===== src/rtl/fifo_packer_pkg.sv =====
// Shared types and constants for the N:1 FIFO packer (fifo_packer_nx1).
package fifo_packer_pkg;

  typedef enum logic [1:0] {
    ST_IDLE  = 2'd0,
    ST_BURST = 2'd1,
    ST_DRAIN = 2'd2,
    ST_FLUSH = 2'd3
  } state_t;

  localparam logic [31:0] DEFAULT_PAD = 32'hF0F0_F0F0;

  function automatic int out_width(input int in_w, input int ratio);
    return in_w * ratio;
  endfunction

endpackage


===== src/rtl/fifo_packer_nx1_lane_reg.sv =====
// Lane register for the packer: RATIO lanes of IN_W bits, write index and PAD prefill.
module packer_lane_reg
  import fifo_packer_pkg::*;
#(
  parameter int              IN_W  = 32,
  parameter int              RATIO = 2,
  parameter logic [IN_W-1:0] PAD   = IN_W'(DEFAULT_PAD)
) (
  input  logic                                clk,
  input  logic                                rst,
  input  logic                                wr_en,
  input  logic [IN_W-1:0]                     wr_data,
  input  logic                                clear,
  output logic [out_width(IN_W, RATIO)-1:0]   word_next,
  output logic [out_width(IN_W, RATIO)-1:0]   word_cur,
  output logic                                full_next,
  output logic                                partial
);

  localparam int IDX_W = $clog2(RATIO);

  logic [RATIO-1:0][IN_W-1:0] lanes;
  logic [RATIO-1:0][IN_W-1:0] lanes_nxt;
  logic [IDX_W-1:0]           idx;

  // word_next is the word as it looks once the incoming lane lands this cycle
  always_comb begin
    lanes_nxt = lanes;
    if (wr_en) lanes_nxt[idx] = wr_data;
  end

  assign word_next = lanes_nxt;
  assign word_cur  = lanes;
  assign full_next = wr_en && (idx == IDX_W'(RATIO - 1));
  assign partial   = (idx != '0);

  // Lanes are re-filled with PAD whenever a word completes, so a flushed
  // partial word already carries PAD in every unwritten lane.
  always_ff @(posedge clk or posedge rst) begin
    if (rst) begin
      lanes <= {RATIO{PAD}};
      idx   <= '0;
    end else if (clear || full_next) begin
      lanes <= {RATIO{PAD}};
      idx   <= '0;
    end else if (wr_en) begin
      lanes[idx] <= wr_data;
      idx        <= idx + IDX_W'(1);
    end
  end

endmodule


===== src/rtl/fifo_packer_nx1.sv =====
// N:1 width packer from a standard-mode source FIFO into a FWFT destination FIFO.
// Optional padded end-of-run flush is enabled with `define FIFO_PACKER_FLUSH_EN.
module fifo_packer_nx1
  import fifo_packer_pkg::*;
#(
  parameter int              IN_W  = 32,
  parameter int              RATIO = 2,
  parameter int              CNT_W = 17,
  parameter int              BURST = 256,
  parameter logic [IN_W-1:0] PAD   = IN_W'(DEFAULT_PAD)
) (
  input  logic                               digiclk_i,
  input  logic                               reset_i,
  input  logic [CNT_W-1:0]                   src_rdcnt_i,
  input  logic [IN_W-1:0]                    src_data_i,
  output logic                               src_re_o,
  input  logic                               dst_afull_i,
  output logic                               dst_we_o,
  output logic [out_width(IN_W, RATIO)-1:0]  dst_data_o,
  input  logic                               mem_en_i,
  input  logic                               ddr_full_i,
  input  logic                               last_write_i,
  output logic                               busy_o,
  output logic [31:0]                        words_out_o,
  output state_t                             dbg_state
);

  localparam int OUT_W = out_width(IN_W, RATIO);

  // Handshake: src_re_o requests one word, which is valid on src_data_i the
  // following cycle (no ready); dst_we_o is a one-cycle write with no backpressure
  // other than dst_afull_i, which is registered before it gates reads.

  state_t           state, state_nxt;
  logic [CNT_W-1:0] cnt, cnt_nxt;
  logic             armed, afull_q, rd_q;
  logic             flush_emit, drain_done;
  logic [OUT_W-1:0] word_next, word_cur;
  logic             full_next, partial;

`ifdef FIFO_PACKER_FLUSH_EN
  logic flush_pend, flush_act;
`else
  logic flush_act;
  assign flush_act = 1'b0;
`endif

  always_comb begin
    state_nxt  = state;
    cnt_nxt    = cnt;
    src_re_o   = 1'b0;
    flush_emit = 1'b0;
    drain_done = 1'b0;
    unique case (state)
      ST_IDLE: begin
        if (armed && (src_rdcnt_i >= CNT_W'(BURST))) begin
          state_nxt = ST_BURST;
          cnt_nxt   = CNT_W'(BURST);
        end
`ifdef FIFO_PACKER_FLUSH_EN
        else if (flush_pend && (src_rdcnt_i != '0) && (src_rdcnt_i < CNT_W'(BURST))) begin
          state_nxt = ST_FLUSH;
          cnt_nxt   = src_rdcnt_i;
        end
`endif
      end
      ST_BURST, ST_FLUSH: begin
        src_re_o = !afull_q;
        if (!afull_q) begin
          cnt_nxt = cnt - CNT_W'(1);
          if (cnt == CNT_W'(1)) state_nxt = ST_DRAIN;
        end
      end
      ST_DRAIN: begin
        // Leave once the final read's data has been captured into the lanes
        if (!rd_q) begin
          state_nxt  = ST_IDLE;
          drain_done = 1'b1;
          flush_emit = flush_act && partial;
        end
      end
      default: state_nxt = ST_IDLE;
    endcase
  end

  always_ff @(posedge digiclk_i or posedge reset_i) begin
    if (reset_i) begin
      state       <= ST_IDLE;
      cnt         <= '0;
      armed       <= 1'b0;
      afull_q     <= 1'b0;
      rd_q        <= 1'b0;
      dst_we_o    <= 1'b0;
      dst_data_o  <= '0;
      words_out_o <= '0;
    end else begin
      state   <= state_nxt;
      cnt     <= cnt_nxt;
      afull_q <= dst_afull_i;
      rd_q    <= src_re_o;
      if (last_write_i)                 armed <= 1'b0;
      else if (mem_en_i && !ddr_full_i) armed <= 1'b1;
      dst_we_o <= full_next || flush_emit;
      if (full_next || flush_emit) begin
        dst_data_o  <= flush_emit ? word_cur : word_next;
        words_out_o <= words_out_o + 32'd1;
      end
    end
  end

`ifdef FIFO_PACKER_FLUSH_EN
  always_ff @(posedge digiclk_i or posedge reset_i) begin
    if (reset_i) begin
      flush_pend <= 1'b0;
      flush_act  <= 1'b0;
    end else begin
      if (state == ST_IDLE && state_nxt == ST_FLUSH) flush_act <= 1'b1;
      else if (drain_done)                           flush_act <= 1'b0;
      if (last_write_i) flush_pend <= 1'b1;
      else if ((drain_done && flush_act) || (state == ST_IDLE && src_rdcnt_i == '0))
        flush_pend <= 1'b0;
    end
  end
`endif

  packer_lane_reg #(.IN_W(IN_W), .RATIO(RATIO), .PAD(PAD)) u_lanes (
    .clk       (digiclk_i),
    .rst       (reset_i),
    .wr_en     (rd_q),
    .wr_data   (src_data_i),
    .clear     (flush_emit),
    .word_next (word_next),
    .word_cur  (word_cur),
    .full_next (full_next),
    .partial   (partial)
  );

  assign busy_o    = (state != ST_IDLE);
  assign dbg_state = state;

endmodule


===== config.mk =====
export PLATFORM = sky130hd
export DESIGN_NAME = fifo_packer_nx1
export DESIGN_NICKNAME = d
export VERILOG_FILES = /design/src/rtl/fifo_packer_pkg.sv /design/src/rtl/fifo_packer_nx1_lane_reg.sv /design/src/rtl/fifo_packer_nx1.sv
export SDC_FILE = /design/constraint.sdc
export NUM_CORES = 1
export LEC_CHECK = 0
export CAP_MARGIN = 20
export CORE_UTILIZATION = 40
export DETAILED_ROUTE_END_ITERATION = 12
export PLACE_DENSITY_LB_ADDON = 0.15
export SYNTH_ARGS = -nofsm -noshare
export SYNTH_HDL_FRONTEND = slang
export SYNTH_SLANG_ARGS = --single-unit

===== constraint.sdc =====
create_clock -name digiclk_i -period 4.6 [get_ports digiclk_i]
set_input_delay 0.69 -clock digiclk_i [delete_from_list [all_inputs] [get_ports digiclk_i]]
set_output_delay 0.69 -clock digiclk_i [all_outputs]
set_load 0.02 [all_outputs]

==> results of run 1 <==
registers in the layout, summed over array words and instances, names as in the netlist:
| name | count |
|---|---|
| dbg_state | 2 |
| u_lanes.partial | 1 |
| words_out_o | 32 |
| cnt | 17 |
| u_lanes.word_cur | 32 |
| afull_q | 1 |
| armed | 1 |
| dst_we_o | 1 |
| rd_q | 1 |
| dst_data_o | 64 |
power by group through the flow:
stage / clock network, mW / logic (mW) / registers, mW
6_report: 1.36 / 1.84 / 2.11
5_1_grt: 1.46 / 1.99 / 2.17
4_1_cts: 1.40 / 1.86 / 2.12
3_5_place_dp: 0 / 1.86 / 2.13
3_3_place_gp: 0 / 1.83 / 2.10
2_1_floorplan: 0 / 0.708 / 2.43
routing by layer:
metal | share of wire, % | vias up | global-route usage (%)
li1 | - | 2042 | -
met2 | 46 | 104 | 27.2
met4 | 1.6 | 0 | 7.51
met3 | 5.8 | 15 | 5.95
met5 | 0 | - | 0
met1 | 47 | 2099 | 23.6
logic make-up (layout without fill, tap and decap cells):
kind of cell / Yosys count / after routing / synth area share (%)
flops: 152 / 152 / 61.7
simple gates: 145 / 145 / 13.1
compound gates: 65 / 65 / 6.54
mux: 50 / 50 / 9.06
buf+inv: 47 / 211 / 3.13
xor+xnor: 42 / 42 / 5.93
fa+ha+maj: 3 / 3 / 0.605
area by class of cell:
cell class | count | share of cell area [%]
inverter | 27 | 1.24
clock inverter | 3 | 0.770
sequential | 152 | 45.2
tap | 188 | 2.78
timing repair buffer | 152 | 18.0
multi-input combinational | 305 | 25.9
clock buffer | 29 | 6.04
synthesized netlist by cell type (all sizes together), types with 8 or more instances:
master,number
dfrtp,136
nand2,50
mux2,49
o21ai,40
xor2,29
inv,27
nor2,18
dfstp,16
clkbuf,15
o22a,15
nor3,13
xnor2,13
nand3,12
nor4,12
nand4,9
nand2b,8
through the flow:
step | worst slack (ns) | hold WS, ns | utilization (%)
6_report | 1.87 | 0.477 | 55.8
5_1_grt | 1.75 | 0.505 | 55.8
4_1_cts | 1.85 | 0.481 | 55.8
3_5_place_dp | 2.33 | 0.461 | 52.0
3_3_place_gp | 2.34 | 0.462 | 51.9
2_1_floorplan | 2.01 | 0.451 | -
how the worst min path moves through the flow:
stage,start,endpoint,slack (ns),depth (start not counted)
global route,words_out_o[31]$_DFFE_PP0P_,words_out_o[31]$_DFFE_PP0P_,0.51,1
detailed placement,words_out_o[31]$_DFFE_PP0P_,words_out_o[31]$_DFFE_PP0P_,0.46,1
global placement,dst_data_o[11]$_DFFE_PP0P_,dst_data_o[11]$_DFFE_PP0P_,0.46,2
finish,dst_data_o[17]$_DFFE_PP0P_,dst_data_o[17]$_DFFE_PP0P_,0.48,2
floorplan,cnt[15]$_DFFE_PP0P_,cnt[15]$_DFFE_PP0P_,0.45,1
CTS,words_out_o[31]$_DFFE_PP0P_,words_out_o[31]$_DFFE_PP0P_,0.48,1
worst max-delay path, delay by kind of cell, from the launching register on:
family                 cells  cell delay (ns)
buffers and inverters      2             0.89
DFF                        1             0.42
and+or+nand+nor            1             0.29
==> flow_summary.toml, run 1 <==
[synth]
synth_nets = 562
yosys_register_bits = 152
mappedNetlistArea_sq_um = 6200
synth_area_per_cell_sq_um = 12.3
synthArstFlopShare_pct = 100
synth_top_area_cell = "dfrtp_1"
synthesis.instances = 504
synth_flop_cell = "dfrtp_1"
synth-edff-count = 0
seq_area_frac_synth_pct = 61.7
yosys_warnings = 0
synth_top_area_share_pct = 54.9
ys_types = 44
synthTopCellsByArea = "dfrtp_1 (55%), mux2_2 (8.9%), dfstp_2 (6.8%), xor2_1 (4.1%), o21ai_0 (3.2%)"

[global_route]
grt_pass1_wl_microns = 22200
grt_remaining_overflow = 0
grt_pass1_vias = 4323
grt_use_total_pct = 17.9
grt_max_degree = 153
antenna_found_initial = 0

[sta]
slew_viol_final = 0
finalHoldViolCount = 0
setup_viol = 0
slew_headroom_pct = 39.1
rsz0062_at_grt = "false"
period_share_pct = 59.2
fin_tns_setup_ns = 0
max_freq_mhz = 367
finalWorstPathRequiredPeriod_ns = 2.73
finClkSkew_ns = 0.00556
worstMarginPinSlew_ns = 0.914

[setup_path]
path_max_fanout = 9
slowest_delay_ns = 0.66
startpoint = "afull_q$_DFF_PP0_"
cp.required_ns = 3.91
arrival_ns = 2.04
r2r_slack_ns = 2.72
criticalPathCategory = "reg -> out"
r2r_end = "dst_data_o[39]$_DFFE_PP0P_"
crit_end = "src_re_o"
ff2ff_path_depth = 3
setup.worst_path.end_class = "output pin"
regToRegStartpoint = "rd_q$_DFF_PP0_"
crit_chain = "nand2b_1, inv_1, clkdlybuf4s50_1"
cp_slowest_cell = "clkdlybuf4s50_1"
start_kind = "flop"

[status]
status = "finished, final reports clean"

[placement]
dp.final_hpwl_microns = 8720
place_area_sq_um = 7880
port_buffers = 147
place.gp.congestion = 0.756
place_inst = 824

[finish]
area_growth_pct = 36.3
finalNetCount = 713
layout_commonest_cell = "clkdlybuf4s50_1"
layout-drive-gt1-share_pct = 16.6
fill_cells = 1270
multiInputGateArea_sq_um = 2190
design_area_sq_um = 8450
regArea_sq_um = 3820
final_cells = 856
final_cell_mix = "clkdlybuf4s50_1 (147), dfrtp_1 (136), nand2_1 (49), mux2_2 (49), o21ai_0 (40)"
antennaDiodeCount = 0

[power]
clkPwrFrac_pct = 25.6
switching_share_pct = 32.3
p_int_mw = 3.59
total_power_mw = 5.31
p_sw_mw = 1.71
leakagePower_nw = 3.58
pwr-share-comb_pct = 34.6
ir_drop_v = 0.000353
p_seq_share_pct = 39.8
p_per_area_nw_per_um2 = 628

[clock_tree]
clock_latency_ns = 0.42
htree_levels = 4
cts_buffer_depth = 2
cts_hold_buf = 0
cts_setup_buffers = 0
cts_root_buf = "clkbuf_16"
clkTransAtPathRegs_ns = 0.06
cts_buffers = 17
clock-sinks = 152
cts_resized = 0
cts_tree = "done"

[die]
die_h_microns = 127
row_count = 45
core-area_sq_um = 15100
start_util_pct = 40.9
die_area_sq_um = 16000
die_width_microns = 127
io_pins = 156

[min_path]
min-delay-path-class = "reg -> reg"

[drt]
drc = 0
postRouteWirelength_microns = 13200
via_count = 4260
wl_per_cell_microns = 15.4
dr.pass1.iters = 4
drt-initial-drc-count = 210
routed_via_density = 4.98
detail-route-antenna-nets = 0

[run]
cap_violations = 0
(Power assumes the default switching activity.)
==> run 2: changes to the inputs <==
==> constraint.sdc (replaced) <==
create_clock -name digiclk_i -period 2.3 [get_ports digiclk_i]
set_input_delay 0.345 -clock digiclk_i [delete_from_list [all_inputs] [get_ports digiclk_i]]
set_output_delay 0.345 -clock digiclk_i [all_outputs]
set_load 0.02 [all_outputs]
==> flow_summary.toml, run 2 (synthesis gave the netlist of run 1 again) <==
[global_route]
grt_pass1_vias = 4524
grt_use_total_pct = 17.9
antenna_found_initial = 0
grt_max_degree = 81
grt_remaining_overflow = 0
grt_pass1_wl_microns = 22400

[finish]
area_growth_pct = 36.6
layout-drive-gt1-share_pct = 18.0
top_register = "dst_data_o"
final_cell_mix = "clkdlybuf4s50_1 (147), dfrtp_1 (136), nand2_1 (49), mux2_2 (49), o21ai_0 (40)"
antennaDiodeCount = 0
layout_commonest_cell = "clkdlybuf4s50_1"
final_cells = 860
largest_reg_flops = 64
finalNetCount = 717

[power]
p_per_area_nw_per_um2 = 1230
leakagePower_nw = 3.58
ir_drop_v = 0.000831
total_power_mw = 10.4

[sta]
period_share_pct = 94.8
rsz0062_at_grt = "false"
slew_headroom_pct = 43.4
finalHoldViolCount = 0
setup_viol = 0
fin_tns_setup_ns = 0
finClkSkew_ns = 0.00929
worstMarginPinSlew_ns = 0.849
slew_viol_final = 0
finalWorstPathRequiredPeriod_ns = 2.18
max_freq_mhz = 459
setup_ws_ns = 0.121

[clock_tree]
cts_buffer_depth = 2
cts_setup_buffers = 0
cts_buffers = 17
cts_root_buf = "clkbuf_16"
htree_levels = 4
clock_latency_ns = 0.42
clock-sinks = 152
cts_tree = "done"
clkTransAtPathRegs_ns = 0.06

[setup_path]
cp.required_ns = 1.96
criticalPathCategory = "reg -> out"
path_max_fanout = 9
arrival_ns = 1.83
setup.worst_path.end_class = "output pin"
start_kind = "flop"

[placement]
port_buffers = 147
place.gp.congestion = 0.773
place_ws_ns = 0.133
dp.final_hpwl_microns = 9060
place_inst = 828

[drt]
wl_met3_microns = 715
via_count = 4332
wl_met1_microns = 6020
wl_met2_microns = 6340
drt-initial-drc-count = 152
postRouteWirelength_microns = 13300
wl_per_cell_microns = 15.4
drc = 0
dr.pass1.iters = 6
routed_via_density = 5.04
top_layer = "met4"
detail-route-antenna-nets = 0

[run]
cap_violations = 0

[die]
core-area_sq_um = 15100
row_count = 45
start_util_pct = 40.9
io_pins = 156
die_area_sq_um = 16000
die_h_microns = 127
die_width_microns = 127

[status]
status = "finished, final reports clean"

[min_path]
min-delay-path-class = "in -> async"
[run 2: changes by cell type in the layout (fill, tap and decap cells not counted), sizes merged]
cell      delta
inv          +1
clkbuf       -8
buf          +4
clkinv       +6
clkinvlp     +3
bufinv       -2
[run 2: final timing paths]
path,startpoint,endpoint,slack [ns],cells past startpoint
worst max-delay path,afull_q$_DFF_PP0_,src_re_o,0.12,3
worst min-delay path,reset_i,words_out_o[14]$_DFFE_PP0P_,0.35,2
worst max register to register,dbg_state[0]$_DFFE_PP0P_,cnt[1]$_DFFE_PP0P_,0.29,4
worst min register to register,words_out_o[31]$_DFFE_PP0P_,words_out_o[31]$_DFFE_PP0P_,0.48,1
max in group asynchronous,reset_i,dst_data_o[56]$_DFFE_PP0P_,1.27,3
min in group digiclk_i,dst_afull_i,afull_q$_DFF_PP0_,0.38,1
[run 2: metrics by stage]
stage | util (%) | cell area, sq um | hold slack [ns]
floorplan | - | 6200 | 0.376
global placement | 52.4 | 7940 | 0.464
detailed placement | 52.4 | 7940 | 0.462
CTS | 55.9 | 8470 | 0.346
global route | 55.9 | 8470 | 0.368
finish | 55.9 | 8470 | 0.345
[run 2: power breakdown]
| part | switching [mW] | internal [mW] | leakage [nW] |
|---|---|---|---|
| registers | 0.595 | 3.63 | 1.86 |
| clock network | 1.07 | 1.41 | 0.253 |
| logic | 1.84 | 1.87 | 1.47 |
| total | 3.50 | 6.90 | 3.58 |
[run 2: critical path, stage by stage (launching register included)]
cell and delay, ns:
dfrtp_1 0.42, nand2b_2 0.27, inv_1 0.10, clkdlybuf4s50_1 0.63
[run 2: layer usage]
layer  vias to the layer above  GRT usage (%)
li1                       2052              -
met1                      2155           22.7
met2                       109           28.6
met3                        16           5.27
met4                         0           7.37
met5                         -              0
[run 2: area by class of cell]
class / instances / area (sq um)
Sequential cell: 152 / 3820
Multi-Input combinational cell: 305 / 2190
Clock buffer: 21 / 450
Tap cell: 188 / 235
Clock inverter: 11 / 77.6
Inverter: 27 / 105
Fill cell: 1274 / 6670
Timing Repair Buffer: 156 / 1590
[run 2: timing repair]
item	CTS	global route
hold buffers	0	0
resized for setup	0	1
setup endpoints to repair	0	1
